## config.mk

```make
export PLATFORM = sky130hd
export DESIGN_NAME = fifo_uart_tx
export DESIGN_NICKNAME = d
export VERILOG_FILES = /design/src/rtl/uart_pkg.sv /design/src/rtl/baud_gen.sv /design/src/rtl/fifo_uart_tx.sv
export SDC_FILE = /design/constraint.sdc
export NUM_CORES = 1
export LEC_CHECK = 0
export CAP_MARGIN = 10
export CORE_MARGIN = 3
export CORE_UTILIZATION = 49
export CTS_CLUSTER_DIAMETER = 40
export DETAILED_ROUTE_END_ITERATION = 8
export HOLD_SLACK_MARGIN = 0.15
export MAX_ROUTING_LAYER = met4
export PLACE_DENSITY = 0.74
export SYNTH_ARGS = -nofsm -noshare
export SYNTH_HDL_FRONTEND = slang
export SYNTH_SLANG_ARGS = --single-unit
```

## constraint.sdc

```tcl
create_clock -name clk -period 1.8 [get_ports clk]
set_input_delay 0.36 -clock clk [delete_from_list [all_inputs] [get_ports clk]]
set_output_delay 0.36 -clock clk [all_outputs]
set_load 0.005 [all_outputs]
```

## src/rtl/uart_pkg.sv

```systemverilog
`default_nettype none
// +--------------------------------------------------------------------+
// | uart_pkg : shared UART state encoding and frame constants          |
// | Rev 1.0                                                            |
// +--------------------------------------------------------------------+
package uart_pkg;

    localparam int DATA_BITS      = 8;
    localparam int FRAME_BITS_8N1 = 10;
    localparam int FRAME_BITS_8E1 = 11;

    typedef enum logic [2:0] {
        S_IDLE   = 3'd0,
        S_POP    = 3'd1,
        S_LOAD   = 3'd2,
        S_START  = 3'd3,
        S_DATA   = 3'd4,
        S_PARITY = 3'd5,
        S_STOP   = 3'd6
    } tx_state_t;

    function automatic int frame_bits(input bit parity_en);
        return parity_en ? FRAME_BITS_8E1 : FRAME_BITS_8N1;
    endfunction

endpackage
`default_nettype wire

```

## src/rtl/baud_gen.sv

```systemverilog
`default_nettype none
// +--------------------------------------------------------------------+
// | baud_gen : bit-period counter, ticks in the last clock of each bit |
// | Rev 1.0                                                            |
// +--------------------------------------------------------------------+
module baud_gen #(
    parameter int CLKS_PER_BIT = 16
) (
    input  logic clk,
    input  logic reset_n,
    input  logic i_clear,
    output logic o_bit_tick
);

    localparam logic [15:0] C_LAST = 16'(CLKS_PER_BIT - 1);

    logic [15:0] r_count;

    always_ff @(posedge clk or negedge reset_n) begin
        if (!reset_n) begin
            r_count <= '0;
        end else if (i_clear || (r_count == C_LAST)) begin
            r_count <= '0;
        end else begin
            r_count <= r_count + 16'd1;
        end
    end

    assign o_bit_tick = (r_count == C_LAST);

endmodule
`default_nettype wire

```

## src/rtl/fifo_uart_tx.sv

```systemverilog
`default_nettype none
// +--------------------------------------------------------------------+
// | fifo_uart_tx : drains a sync_fifo and sends 8N1 / 8E1 UART frames  |
// | Rev 1.0                                                            |
// +--------------------------------------------------------------------+
module fifo_uart_tx
    import uart_pkg::*;
#(
    parameter int CLKS_PER_BIT = 16,
    parameter bit PARITY_EN    = 1'b0
) (
    input  logic                 clk,
    input  logic                 reset_n,
    input  logic                 i_enable,
    input  logic                 i_fifo_empty,
    input  logic [DATA_BITS-1:0] i_fifo_data,
    output logic                 o_fifo_read_en,
    output logic                 o_tx,
    output logic                 o_busy,
    output logic                 o_tx_done,
    output logic [15:0]          o_frame_count
);

    tx_state_t            r_state;
    logic [DATA_BITS-1:0] r_shift;
    logic                 r_parity;
    logic [2:0]           r_bit_idx;
    logic                 r_tx;
    logic                 r_read_en;
    logic                 r_busy;
    logic [15:0]          r_frame_count;

    logic w_bit_tick;
    logic w_baud_clear;
    logic w_start_ok;

    // Bit-timed states wrap the counter on their own tick, so holding it
    // cleared outside them restarts timing on every state change.
    assign w_baud_clear = (r_state == S_IDLE) || (r_state == S_POP) || (r_state == S_LOAD);
    assign w_start_ok   = i_enable && !i_fifo_empty;

    baud_gen #(
        .CLKS_PER_BIT (CLKS_PER_BIT)
    ) u_baud_gen (
        .clk        (clk),
        .reset_n    (reset_n),
        .i_clear    (w_baud_clear),
        .o_bit_tick (w_bit_tick)
    );

    always_ff @(posedge clk or negedge reset_n) begin
        if (!reset_n) begin
            r_state       <= S_IDLE;
            r_shift       <= '0;
            r_parity      <= 1'b0;
            r_bit_idx     <= '0;
            r_tx          <= 1'b1;
            r_read_en     <= 1'b0;
            r_busy        <= 1'b0;
            r_frame_count <= '0;
        end else begin
            r_read_en <= 1'b0;
            case (r_state)
                S_IDLE: begin
                    if (w_start_ok) begin
                        r_state   <= S_POP;
                        r_read_en <= 1'b1;
                        r_busy    <= 1'b1;
                    end
                end
                S_POP: begin
                    r_state <= S_LOAD;
                end
                S_LOAD: begin
                    r_shift   <= i_fifo_data;
                    r_parity  <= ^i_fifo_data;
                    r_bit_idx <= '0;
                    r_tx      <= 1'b0;
                    r_state   <= S_START;
                end
                S_START: begin
                    if (w_bit_tick) begin
                        r_tx    <= r_shift[0];
                        r_shift <= {1'b0, r_shift[DATA_BITS-1:1]};
                        r_state <= S_DATA;
                    end
                end
                S_DATA: begin
                    if (w_bit_tick) begin
                        if (r_bit_idx == 3'(DATA_BITS - 1)) begin
                            r_state <= PARITY_EN ? S_PARITY : S_STOP;
                            r_tx    <= PARITY_EN ? r_parity : 1'b1;
                        end else begin
                            r_bit_idx <= r_bit_idx + 3'd1;
                            r_tx      <= r_shift[0];
                            r_shift   <= {1'b0, r_shift[DATA_BITS-1:1]};
                        end
                    end
                end
                S_PARITY: begin
                    if (w_bit_tick) begin
                        r_tx    <= 1'b1;
                        r_state <= S_STOP;
                    end
                end
                S_STOP: begin
                    if (w_bit_tick) begin
                        r_frame_count <= r_frame_count + 16'd1;
                        if (w_start_ok) begin
                            r_state   <= S_POP;
                            r_read_en <= 1'b1;
                        end else begin
                            r_state <= S_IDLE;
                            r_busy  <= 1'b0;
                        end
                    end
                end
                default: begin
                    r_state <= S_IDLE;
                    r_tx    <= 1'b1;
                    r_busy  <= 1'b0;
                end
            endcase
        end
    end

    assign o_fifo_read_en = r_read_en;
    assign o_tx           = r_tx;
    assign o_busy         = r_busy;
    assign o_tx_done      = (r_state == S_STOP) && w_bit_tick;
    assign o_frame_count  = r_frame_count;

endmodule
`default_nettype wire
```

Word level (Yosys, flattened, before mapping)
Cells that the tools add are included.
- bits in registers: 49
- input port bits: 12
- add/subtract/negate cells: 3
- equal/unequal tests: 16
- muxes and demuxes: 28
- bitwise operators: 2
- reductions and logical operators: 17
- operators with widths (kind ; count):
    16-bit by 1-bit adder with 16-bit output (second input constant) ; 2
    3-bit 2-to-1 mux ; 8
    8-bit 2-to-1 mux ; 3
    8-bit case mux with 3 select lines ; 1
    3-bit case mux with 7 select lines ; 1
    16-bit by 4-bit == test with 1-bit output (second input constant) ; 1
    16-bit 2-to-1 mux ; 1
    2-bit inequality test (second input constant) ; 8
    3-bit == test (second input constant) ; 4
    4-bit AND reduction ; 3
    1-bit 2-to-1 mux ; 10
    3-bit by 2-bit == test with 1-bit output (second input constant) ; 2
    3-bit case mux with 2 select lines ; 1
    6-bit AND reduction ; 1
    1-bit case mux with 5 select lines ; 1
    5-bit OR reduction ; 1
    3-bit by 1-bit adder with 3-bit output (second input constant) ; 1
    3-bit by 1-bit == test with 1-bit output (second input constant) ; 1
    3-bit zero test ; 1
    1-bit logical OR ; 3
    1-bit case mux with 3 select lines ; 1
    3-bit AND reduction ; 1
    3-bit nonzero test ; 1
    3-bit OR reduction ; 1
    6 further kinds ; 8

Logic depth before layout (Yosys ltp)
Gate-level depths: netlist (run 1).
- word-level depth: 5
- depth in mapped cells: 8
- depth with buffers taken out: 7

Cells and area by module
From an unflattened synthesis (run 1), not the netlist that was laid out.
- cells, all modules: 237
- area, all modules: 2417.3 µm²
- by module, submodules not included (module ; instances ; cells an instance ; area an instance (µm²) ; sequential area each (µm²)):
    fifo_uart_tx ; 1 ; 157 ; 1630.3 ; 827.0
    baud_gen ; 1 ; 80 ; 787.0 ; 400.4

Worst setup path before layout (run 1)
No wires, ideal clock.
- kind: flip-flop to flip-flop
- start point: register u_baud_gen.r_count[0]
- end point: register r_bit_idx[1]
- data arrival time: 1.867 ns
- required time: 1.675 ns
- setup slack: -0.192 ns
- cell stages (with the launch flop): 8
- cells stage by stage: dfrtp_1 -> ha_1 -> and3_1 -> and4_1 -> buf_6 -> nand2_4 -> or4_4 -> mux2_4
- word-level cells in the longest chain between the ends: 3
- RTL lines (what ; RTL line ; RTL):
    start, declared ; baud_gen.sv:17 ; logic [15:0] r_count;
    start signal, assigned ; baud_gen.sv:25 ; r_count <= r_count + 16'd1;
    16-bit by 4-bit == test with 1-bit output ; baud_gen.sv:29 ; assign o_bit_tick = (r_count == C_LAST);
    2-bit inequality test (no source line) ; n/a ;
    3-bit AND reduction (no source line) ; n/a ;
    end signal, assigned ; fifo_uart_tx.sv:94 ; r_bit_idx <= r_bit_idx + 3'd1;
    end, declared ; fifo_uart_tx.sv:27 ; logic [2:0] r_bit_idx;
No other way between the ends.
A chain may end at the register's enable or synchronous reset.

Worst setup path after layout (run 1)
- start point: register u_baud_gen.r_count[12]
- end point: register r_bit_idx[1]
The elaborated chain is that of the path after synthesis.

==> results.tsv, run 1 <==
metric	value	unit
status	finished with violations	
violations	setup timing	
critical_path_class	register to register	
hold_class	register to register	
clk-insertion-delay-late	0.30	ns
final.min_clock_period	2.187	ns
ys_seq_area_frac	0.5046	
synthXorXnorAreaFrac	0.1044	
p_clk_frac	0.357	
vdd_drop_max	0.3843	mV
ys_ff_latch	49	
tritoncts	done	
die_height	76.46	microns
use_met1	0.2396	
critPathRequiredTime	1.99	ns
startpoint_type	register	
use_met3	0.03783	
synth_compound_area_frac	0.05607	
coreArea	0.004755	sq mm
ios	32	
placedInstanceArea	0.003107	sq mm
ys.flop_type	dfrtp_1	
p_sw	0.4191	mW
rows	25	
synth_fa_ha_area_frac	0.02058	
synthSimpleGateAreaFrac	0.2037	
sw_frac_of_total	0.2269	
avgSynthCellArea	10.67	sq um
comb_power_share	0.040	
synthMuxAreaShare	0.08488	
arrival	2.38	ns
grt_max_degree	34	
startpoint	u_baud_gen.r_count[12]$_DFF_PN0_	
ant_nets	0	
skew	0.006310	ns
cts.sinks	49	
port_buffers	31	
r2r_start	u_baud_gen.r_count[12]$_DFF_PN0_	
slowest_delay	0.45	ns
synth.net_count	244	
rsz0062_at_grt	true	
synth_edf_count	0	
die_x	76.46	microns
vias	2018	
initial_utilization	0.5116	
pwr-share-seq	0.603	
clockBufferDepth	2	
setup_violations	47	
power.density	520.2	mW/mm^2
grt_pass1_wl	8.956	mm
internal_power	1.428	mW
crit_path_end_kind	register	
grt_pass1_vias	1945	
drv_cap	0	
wirelength	6.208	mm
synth_cells	228	
yosysWarnings	0	
dp.cells	357	
cts.clk_slew.worst_paths	0.10	ns
grtUsageTotal	0.1933	
fillCellCount	320	
hold_start	o_frame_count[15]$_DFFE_PN0P_	
antenna_found_initial	0	
htreeDepth	2	
cp_slowest_cell	or4_4	
hold_viol	0	
hpwl	3.671	mm
avgViaCountPerCell	5.325	
slew_viol_final	0	
worstMarginPinSlew	0.4489	ns
period_share	1.215	
gp_congestion	0.8435	
fin_nets	327	
crit_path_frequent_cell	buf_6	
ctsRootBufferMaster	clkbuf_8	
diodes	0	
drive_gt1_frac	0.3654	
wl_per_cell	16.38	microns
fmax	457.3	MHz
instances_no_fill	379	
route.detailed.drc	0	
netlist_area	0.002432	sq mm
cp_cell_sequence	nor4_4 > and4_4 > buf_6 > buf_6 > nand2_4 > or4_4 > mux2_4	
overflow	0	
synth_top_family_by_area	simple AND/OR/NAND/NOR gates	
drt_iter0_markers	144	
synthArstFlopShare	1.000	
leakagePower	1.649	nW
met2_usage	0.3286	
drt-pass1-iter-count	4	
worst_slack	-0.3867	ns
r2r_slack	-0.39	ns
dieArea	0.005845	sq mm
syn2layout_area_growth	45.99	%
busiest_layer	met2	
design_area	0.003551	sq mm
cts_buffers	5	
slew_headroom	0.6930	
cp_max_fo	3	
yosysUniqueCellTypes	42	
-- layer usage --
layer  wire, microns  vias to the layer above  share of wire
li1                -                      960              -
met4              97                        0          0.016
met1            2637                     1015           0.42
met5               0                        -              0
met3             168                        9          0.027
met2            3306                       34           0.53
-- cell usage after synthesis (2+ instances only) --
master,n,share of area
buf_2,2,0.0041
nand2b_1,2,0.0051
ha_1,4,0.021
nand3_1,9,0.019
and3_1,5,0.013
o21ai_0,7,0.014
nor4_2,2,0.010
mux2_4,2,0.012
mux2i_1,3,0.012
dfrtp_1,48,0.49
nor2b_1,2,0.0051
and4_1,4,0.014
nor3_1,4,0.0082
inv_1,5,0.0077
mux2_2,13,0.060
nand2_1,22,0.034
clkbuf_1,5,0.0077
nor2_1,28,0.043
nand4_1,8,0.021
a21oi_1,4,0.0082
xnor2_1,14,0.050
xor2_1,15,0.054
-- path summary, 6_finish.rpt --
path / end / cells after the start
worst max-delay path: r_bit_idx[1]$_DFFE_PN0P_ / 7
worst min-delay path: o_frame_count[15]$_DFFE_PN0P_ / 1
worst max register to register: r_bit_idx[1]$_DFFE_PN0P_ / 7
worst min register to register: o_frame_count[15]$_DFFE_PN0P_ / 1
max in group asynchronous: o_tx$_DFFE_PN1P_ / 3
min in group asynchronous: o_frame_count[12]$_DFFE_PN0P_ / 2
-- kinds of logic after synthesis --
kind of cell	Yosys count
AND/OR/NAND/NOR	93
XOR/XNOR	29
AO/OA/AOI/OAI	21
flip-flops	49
buffers and inverters	14
multiplexers	18
adder cells (fa/ha/maj)	4
-- power by group through the flow --
stage	sequential [mW]	combinational (mW)	clock (mW)
3_3_place_gp	1.13	0.0679	0
2_1_floorplan	1.13	0.0153	0
5_1_grt	1.11	0.0820	0.712
6_report	1.11	0.0735	0.660
4_1_cts	1.11	0.0753	0.661
3_5_place_dp	1.13	0.0694	0
-- flip-flops by register name, summed over array words and instances, names as in the netlist --
| register | count |
|---|---|
| o_frame_count | 16 |
| u_baud_gen.r_count | 16 |
| r_shift | 8 |
| r_bit_idx | 3 |
| r_state | 3 |
| o_busy | 1 |
| o_fifo_read_en | 1 |
| o_tx | 1 |
-- timing repair --
item | 4_1_cts | 5_1_grt
hold endpoints to repair | 16 | 0
resized for setup | 24 | 42
setup buffers | 7 | 9
cloned | 0 | 1
pin swaps | 10 | 19
hold buffers | 1 | 0
setup endpoints to repair | 38 | 47
-- worst max-delay path: cells and delay by family, from the launching register on --
kind | cells | cell delay (ns)
buffers and inverters | 2 | 0.19
DFF | 1 | 0.43
muxes | 1 | 0.31
and+or+nand+nor | 4 | 1.13
-- per-stage QoR --
step	TNS (ns)	hold slack, ns	util	total power, mW	setup WS [ns]
final	-6.109	0.4692	0.7468	1.847	-0.3867
after global routing	-10.05	0.4882	0.7468	1.909	-0.4590
after CTS	-3.727	0.4742	0.6968	1.849	-0.3367
after detailed placement	-4.056	0.3089	0.6534	1.204	-0.3687
after global placement	-2.826	0.3060	0.6534	1.202	-0.3250
after floorplan	-0.4755	0.06441	-	1.149	-0.1590
-- layout make-up --
cell class	instances	area, sq um	area share
Tap cell	67	83.83	0.02361
Inverter	6	25.02	0.007047
Multi-Input combinational cell	165	1349	0.3798
Clock buffer	6	72.57	0.02044
Sequential cell	49	1227	0.3457
Clock inverter	2	13.76	0.003876
Timing Repair Buffer	84	779.5	0.2195
-- placed cells by master (no fill, tap or decap), types with 9 or more instances in the layout --
master            n
mux2_4            9
xor2_1           15
nor2_1            9
nor2_2           12
buf_6             9
clkdlybuf4s50_1  29
buf_4            41
nand2_1          21
xnor2_1          13
dfrtp_1          48
Power figures use the tool's default switching activity.
==> run 2: changes to the inputs <==
Settings changed: CTS_BUF_LIST from default to sky130_fd_sc_hd__clkbuf_16.
==> run 2 against run 1 <==
Against the previous run: the flow still finishes with violations (setup timing); routed wire length decreased by 3.1%; clock skew increased by 0.0034 ns; worst hold slack got worse by 0.0031 ns; sequential share of layout area about the same; critical path depth unchanged; combinational power decreased by 1%; sequential power about the same; register-to-register slack improved by 0.09 ns; cell area about the same; critical path type unchanged; total power increased by 15%.
==> results.tsv, run 2 (same netlist as run 1, synthesis figures left out) <==
metric	value	unit
internal_power	1.664	mW
antenna_found_initial	0	
dieArea	0.005845	sq mm
slew_headroom	0.6988	
r2r_end	r_bit_idx[1]$_DFFE_PN0P_	
clk-insertion-delay-late	0.30	ns
hold_viol	0	
port_buffers	31	
vdd_drop_max	0.4039	mV
grt_pass1_vias	1932	
violations	setup timing	
rsz0062_at_grt	true	
r2r_slack	-0.30	ns
arrival	2.28	ns
route.detailed.drc	0	
cp_max_fo	3	
p_clk_frac	0.440	
drt-pass1-iter-count	4	
crit_path_frequent_cell	buf_6	
period_share	1.167	
clockBufferDepth	2	
tritoncts	done	
grtUsageTotal	0.1996	
cp_cell_sequence	nor4_4 > and4_4 > buf_6 > buf_6 > nand2_4 > or4_4 > mux2_4	
diodes	0	
setup_violations	33	
mostFrequentLayoutCells	48 x dfrtp_1, 41 x buf_4, 29 x clkdlybuf4s50_1	
critical_path_class	register to register	
r2r_cells	7	
initial_utilization	0.5116	
ctsRootBufferMaster	clkbuf_16	
layout_commonest_cell	dfrtp_1	
startpoint_type	register	
fin_nets	326	
drive_gt1_frac	0.3537	
worstMarginPinSlew	0.4405	ns
hpwl	3.671	mm
hold_class	register to register	
worst_slack	-0.3004	ns
r2r_start	u_baud_gen.r_count[12]$_DFF_PN0_	
overflow	0	
power.density	596.2	mW/mm^2
htreeDepth	2	
coreArea	0.004755	sq mm
drv_cap	0	
slowest_delay	0.45	ns
die_height	76.46	microns
leakagePower	1.669	nW
critPathRequiredTime	1.98	ns
wirelength	6.017	mm
grt_max_degree	34	
syn2layout_area_growth	46.04	%
wl_per_cell	15.92	microns
avgViaCountPerCell	5.341	
crit_path_end_kind	register	
cts.clk_slew.worst_paths	0.07	ns
ant_nets	0	
drt_iter0_markers	120	
skew	0.009698	ns
ios	32	
cp_slowest_cell	or4_4	
p_sw	0.4536	mW
final.min_clock_period	2.100	ns
rows	25	
design_area	0.003552	sq mm
comb_power_share	0.034	
status	finished with violations	
cts.sinks	49	
crit_end	r_bit_idx[1]$_DFFE_PN0P_	
vias	2019	
startpoint	u_baud_gen.r_count[12]$_DFF_PN0_	
hold_ws	0.4661	ns
die_x	76.46	microns
slew_viol_final	0	
gp_congestion	0.8435	
placedInstanceArea	0.003107	sq mm
fmax	476.1	MHz
pwr-share-seq	0.526	
cts_buffers	5	
grt_pass1_wl	9.108	mm
sw_frac_of_total	0.2142	
## run 2: per-stage QoR
| stage | worst slack [ns] | instances | util | setup TNS (ns) | total power, mW |
|---|---|---|---|---|---|
| final | -0.3004 | 378 | 0.7471 | -3.170 | 2.118 |
| after CTS | -0.3359 | 371 | 0.7082 | -3.556 | 2.130 |
| after detailed placement | -0.3687 | 357 | 0.6534 | -4.056 | 1.204 |
| after floorplan | -0.1590 | 228 | - | -0.4755 | 1.149 |
| after global placement | -0.3250 | 357 | 0.6534 | -2.826 | 1.202 |
| after global routing | -0.3695 | 378 | 0.7471 | -5.918 | 2.184 |
## run 2: area by class of cell
type | instances | area [sq um]
Timing Repair Buffer | 83 | 768.2
Inverter | 6 | 22.52
Sequential cell | 49 | 1227
Fill cell | 310 | 1202
Tap cell | 67 | 83.83
Clock buffer | 5 | 125.1
Multi-Input combinational cell | 165 | 1308
Clock inverter | 3 | 17.52
## run 2: power by group through the flow
stage | clock (mW) | sequential [mW] | combinational, mW
3_5_place_dp | 0 | 1.13 | 0.0694
2_1_floorplan | 0 | 1.13 | 0.0153
6_report | 0.931 | 1.11 | 0.0728
4_1_cts | 0.941 | 1.11 | 0.0753
5_1_grt | 0.988 | 1.11 | 0.0817
3_3_place_gp | 0 | 1.13 | 0.0679
## run 2: critical path, delay by kind of cell (launching register included)
family	cells	cell delay [ns]
simple gates	4	1.08
buf+inv	2	0.19
mux	1	0.31
flops	1	0.41
## run 2: worst min path at each step
stage                                             start                             to  cells past startpoint
final                     o_frame_count[15]$_DFFE_PN0P_  o_frame_count[15]$_DFFE_PN0P_                      1
after global routing      o_frame_count[15]$_DFFE_PN0P_  o_frame_count[15]$_DFFE_PN0P_                      1
after CTS                 o_frame_count[15]$_DFFE_PN0P_  o_frame_count[15]$_DFFE_PN0P_                      1
after detailed placement                        reset_n  o_frame_count[12]$_DFFE_PN0P_                      1
after global placement                          reset_n  o_frame_count[12]$_DFFE_PN0P_                      1
after floorplan                                 reset_n             o_busy$_DFFE_PN0P_                      0
## run 2: layer usage
layer,up-vias,global-route usage,part of all wire
met1,1005,0.2481,0.42
met2,43,0.3295,0.51
met5,-,-,0
li1,954,-,-
met4,0,0.07065,0.027
met3,17,0.03428,0.038
## run 2: what timing repair did
| item | in CTS | in global routing |
|---|---|---|
| endpoints found under the hold margin | 16 | 0 |
| cloned | 0 | 1 |
| buffers inserted | 7 | 8 |
| hold buffers | 1 | 0 |
| resized for setup | 23 | 34 |
| pin swaps | 11 | 14 |
| endpoints found under the setup margin | 36 | 45 |
==> run 3: changes to the inputs <==
Settings changed: CORE_ASPECT_RATIO from default to 0.7, CTS_BUF_LIST sky130_fd_sc_hd__clkbuf_16 to sky130_fd_sc_hd__clkbuf_4 sky130_fd_sc_hd__clkbuf_8 sky130_fd_sc_hd__clkbuf_16.
==> run 3 against run 2 <==
Against the previous run: the run still ends with setup timing left; via count is 5.3% lower; utilization is 1.1 points lower; combinational power is 3.6% higher; sequential power hardly changed; clock skew is 0.0018 ns lower; count of clock-buffer cells in the layout is 1 higher; non-clock buffer count is 6 lower; routed wire length is 13% lower; total power is 13% lower; first-iteration DRC count is 28% lower; worst hold slack better by 0.0099 ns; critical endpoint is now r_bit_idx[2]$_DFFE_PN0P_; largest cell class unchanged; highest routed layer unchanged.
==> results.tsv, run 3 (same netlist as run 1, synthesis figures left out) <==
metric	value	unit
internal_power	1.436	mW
skew	0.007939	ns
drive_gt1_frac	0.2984	
critPathRequiredTime	1.99	ns
avgViaCountPerCell	5.151	
cts.sinks	49	
slew_viol_final	0	
hold_viol	0	
pwr-share-seq	0.608	
gp_congestion	0.8606	
startpoint_type	register	
cp_max_fo	3	
diodes	0	
wirelength	5.245	mm
grt_max_degree	50	
ant_nets	0	
slew_headroom	0.7594	
vdd_drop_max	0.4120	mV
wl_per_cell	14.14	microns
fmax	508.7	MHz
leakagePower	1.568	nW
ios	32	
grtUsageTotal	0.1997	
worst_slack	-0.1660	ns
fin_nets	320	
status	finished with violations	
grt_pass1_vias	1836	
overflow	0	
die_x	90.21	microns
tritoncts	done	
hpwl	3.528	mm
clockBufferDepth	2	
final.min_clock_period	1.966	ns
p_sw	0.3959	mW
hold_class	register to register	
dieArea	0.005859	sq mm
rsz0062_at_grt	true	
port_buffers	31	
setup_violations	16	
syn2layout_area_growth	37.91	%
initial_utilization	0.5341	
grt_pass1_wl	9.114	mm
rows	20	
critical_path_class	register to register	
power.density	546.1	mW/mm^2
crit_path_end_kind	register	
coreArea	0.004554	sq mm
htreeDepth	2	
dp_slack	-0.2427	ns
route.detailed.drc	0	
mostFrequentLayoutCells	48 x dfrtp_1, 41 x buf_4, 29 x clkdlybuf4s50_1	
arrival	2.16	ns
drt-pass1-iter-count	4	
hold_ws	0.4760	ns
die_height	64.95	microns
ctsRootBufferMaster	clkbuf_8	
p_clk_frac	0.351	
worstMarginPinSlew	0.3609	ns
violations	setup timing	
layout_commonest_cell	dfrtp_1	
drv_cap	0	
comb_power_share	0.041	
cts.clk_slew.worst_paths	0.09	ns
period_share	1.092	
clk-insertion-delay-late	0.30	ns
antenna_found_initial	0	
cts_buffers	5	
drt_iter0_markers	87	
sw_frac_of_total	0.2161	
vias	1911	
run 3: cell count changes in the layout (fill, tap and decap cells not counted), moves of 2 or more:
cell | before | now
nor2_1 | 9 | 26
nor2_2 | 14 | 2
o21ai_0 | 6 | 4
buf_6 | 8 | 4
nor3_4 | 2 | 0
clkbuf_16 | 6 | 0
nor2_4 | 5 | 0
clkbuf_8 | 0 | 5
run 3: routing by layer:
layer	global-route usage	vias up	routed length (microns)
met5	-	-	0
li1	-	943	-
met2	0.2865	29	2379
met3	0.04756	5	189
met1	0.2898	934	2638
met4	0.04008	0	38
run 3: final cells by class:
class,count,area (sq um)
clock buffer,6,76.32
clock inverter,2,10.01
fill,315,1200
inverter,6,27.53
multi-input combinational,165,1252
sequential,49,1227
tap,66,82.58
timing repair buffer,77,678.2
run 3: through the flow:
step / std cells / util / total power [mW] / TNS, ns / cell area (sq um)
floorplan: 228 / - / 1.149 / -0.4755 / 2442
global placement: 352 / 0.6725 / 1.203 / -3.464 / 3063
detailed placement: 352 / 0.6725 / 1.205 / -4.069 / 3063
CTS: 365 / 0.7151 / 1.844 / -1.292 / 3257
global route: 371 / 0.7365 / 1.903 / -2.798 / 3354
finish: 371 / 0.7365 / 1.832 / -1.252 / 3354
run 3: worst max-delay path, cell delays in order, from the launching register on:
cell and delay [ns]:
dfrtp_1 0.41, nor4_4 0.30, and4_4 0.31, nand2_4 0.07, or4_4 0.45, mux2_4 0.31
run 3: power groups by stage:
stage	Clock, mW	Combinational, mW	Sequential, mW
4_1_cts	0.654	0.0764	1.11
3_5_place_dp	0	0.0703	1.13
2_1_floorplan	0	0.0153	1.13
6_report	0.643	0.0754	1.11
5_1_grt	0.703	0.0841	1.12
3_3_place_gp	0	0.0686	1.13
run 3: timing repair:
item / 4_1_cts / 5_1_grt
gates cloned: 0 / 0
gates resized for setup: 24 / 14
hold buffers: 1 / 0
pin swaps: 5 / 12
endpoints found under the hold margin: 48 / 0
setup endpoints to repair: 31 / 47
buffers inserted: 6 / 8
run 3: final timing paths:
path | from | end | slack [ns] | depth (start not counted)
max in group asynchronous | reset_n | o_tx$_DFFE_PN1P_ | 0.96 | 3
setup reg to reg | u_baud_gen.r_count[13]$_DFF_PN0_ | r_bit_idx[2]$_DFFE_PN0P_ | -0.17 | 5
hold reg to reg | o_frame_count[15]$_DFFE_PN0P_ | o_frame_count[15]$_DFFE_PN0P_ | 0.48 | 1
min in group asynchronous | reset_n | r_shift[6]$_DFFE_PN0P_ | 0.57 | 3
hold / removal | o_frame_count[15]$_DFFE_PN0P_ | o_frame_count[15]$_DFFE_PN0P_ | 0.48 | 1
setup / recovery | u_baud_gen.r_count[13]$_DFF_PN0_ | r_bit_idx[2]$_DFFE_PN0P_ | -0.17 | 5
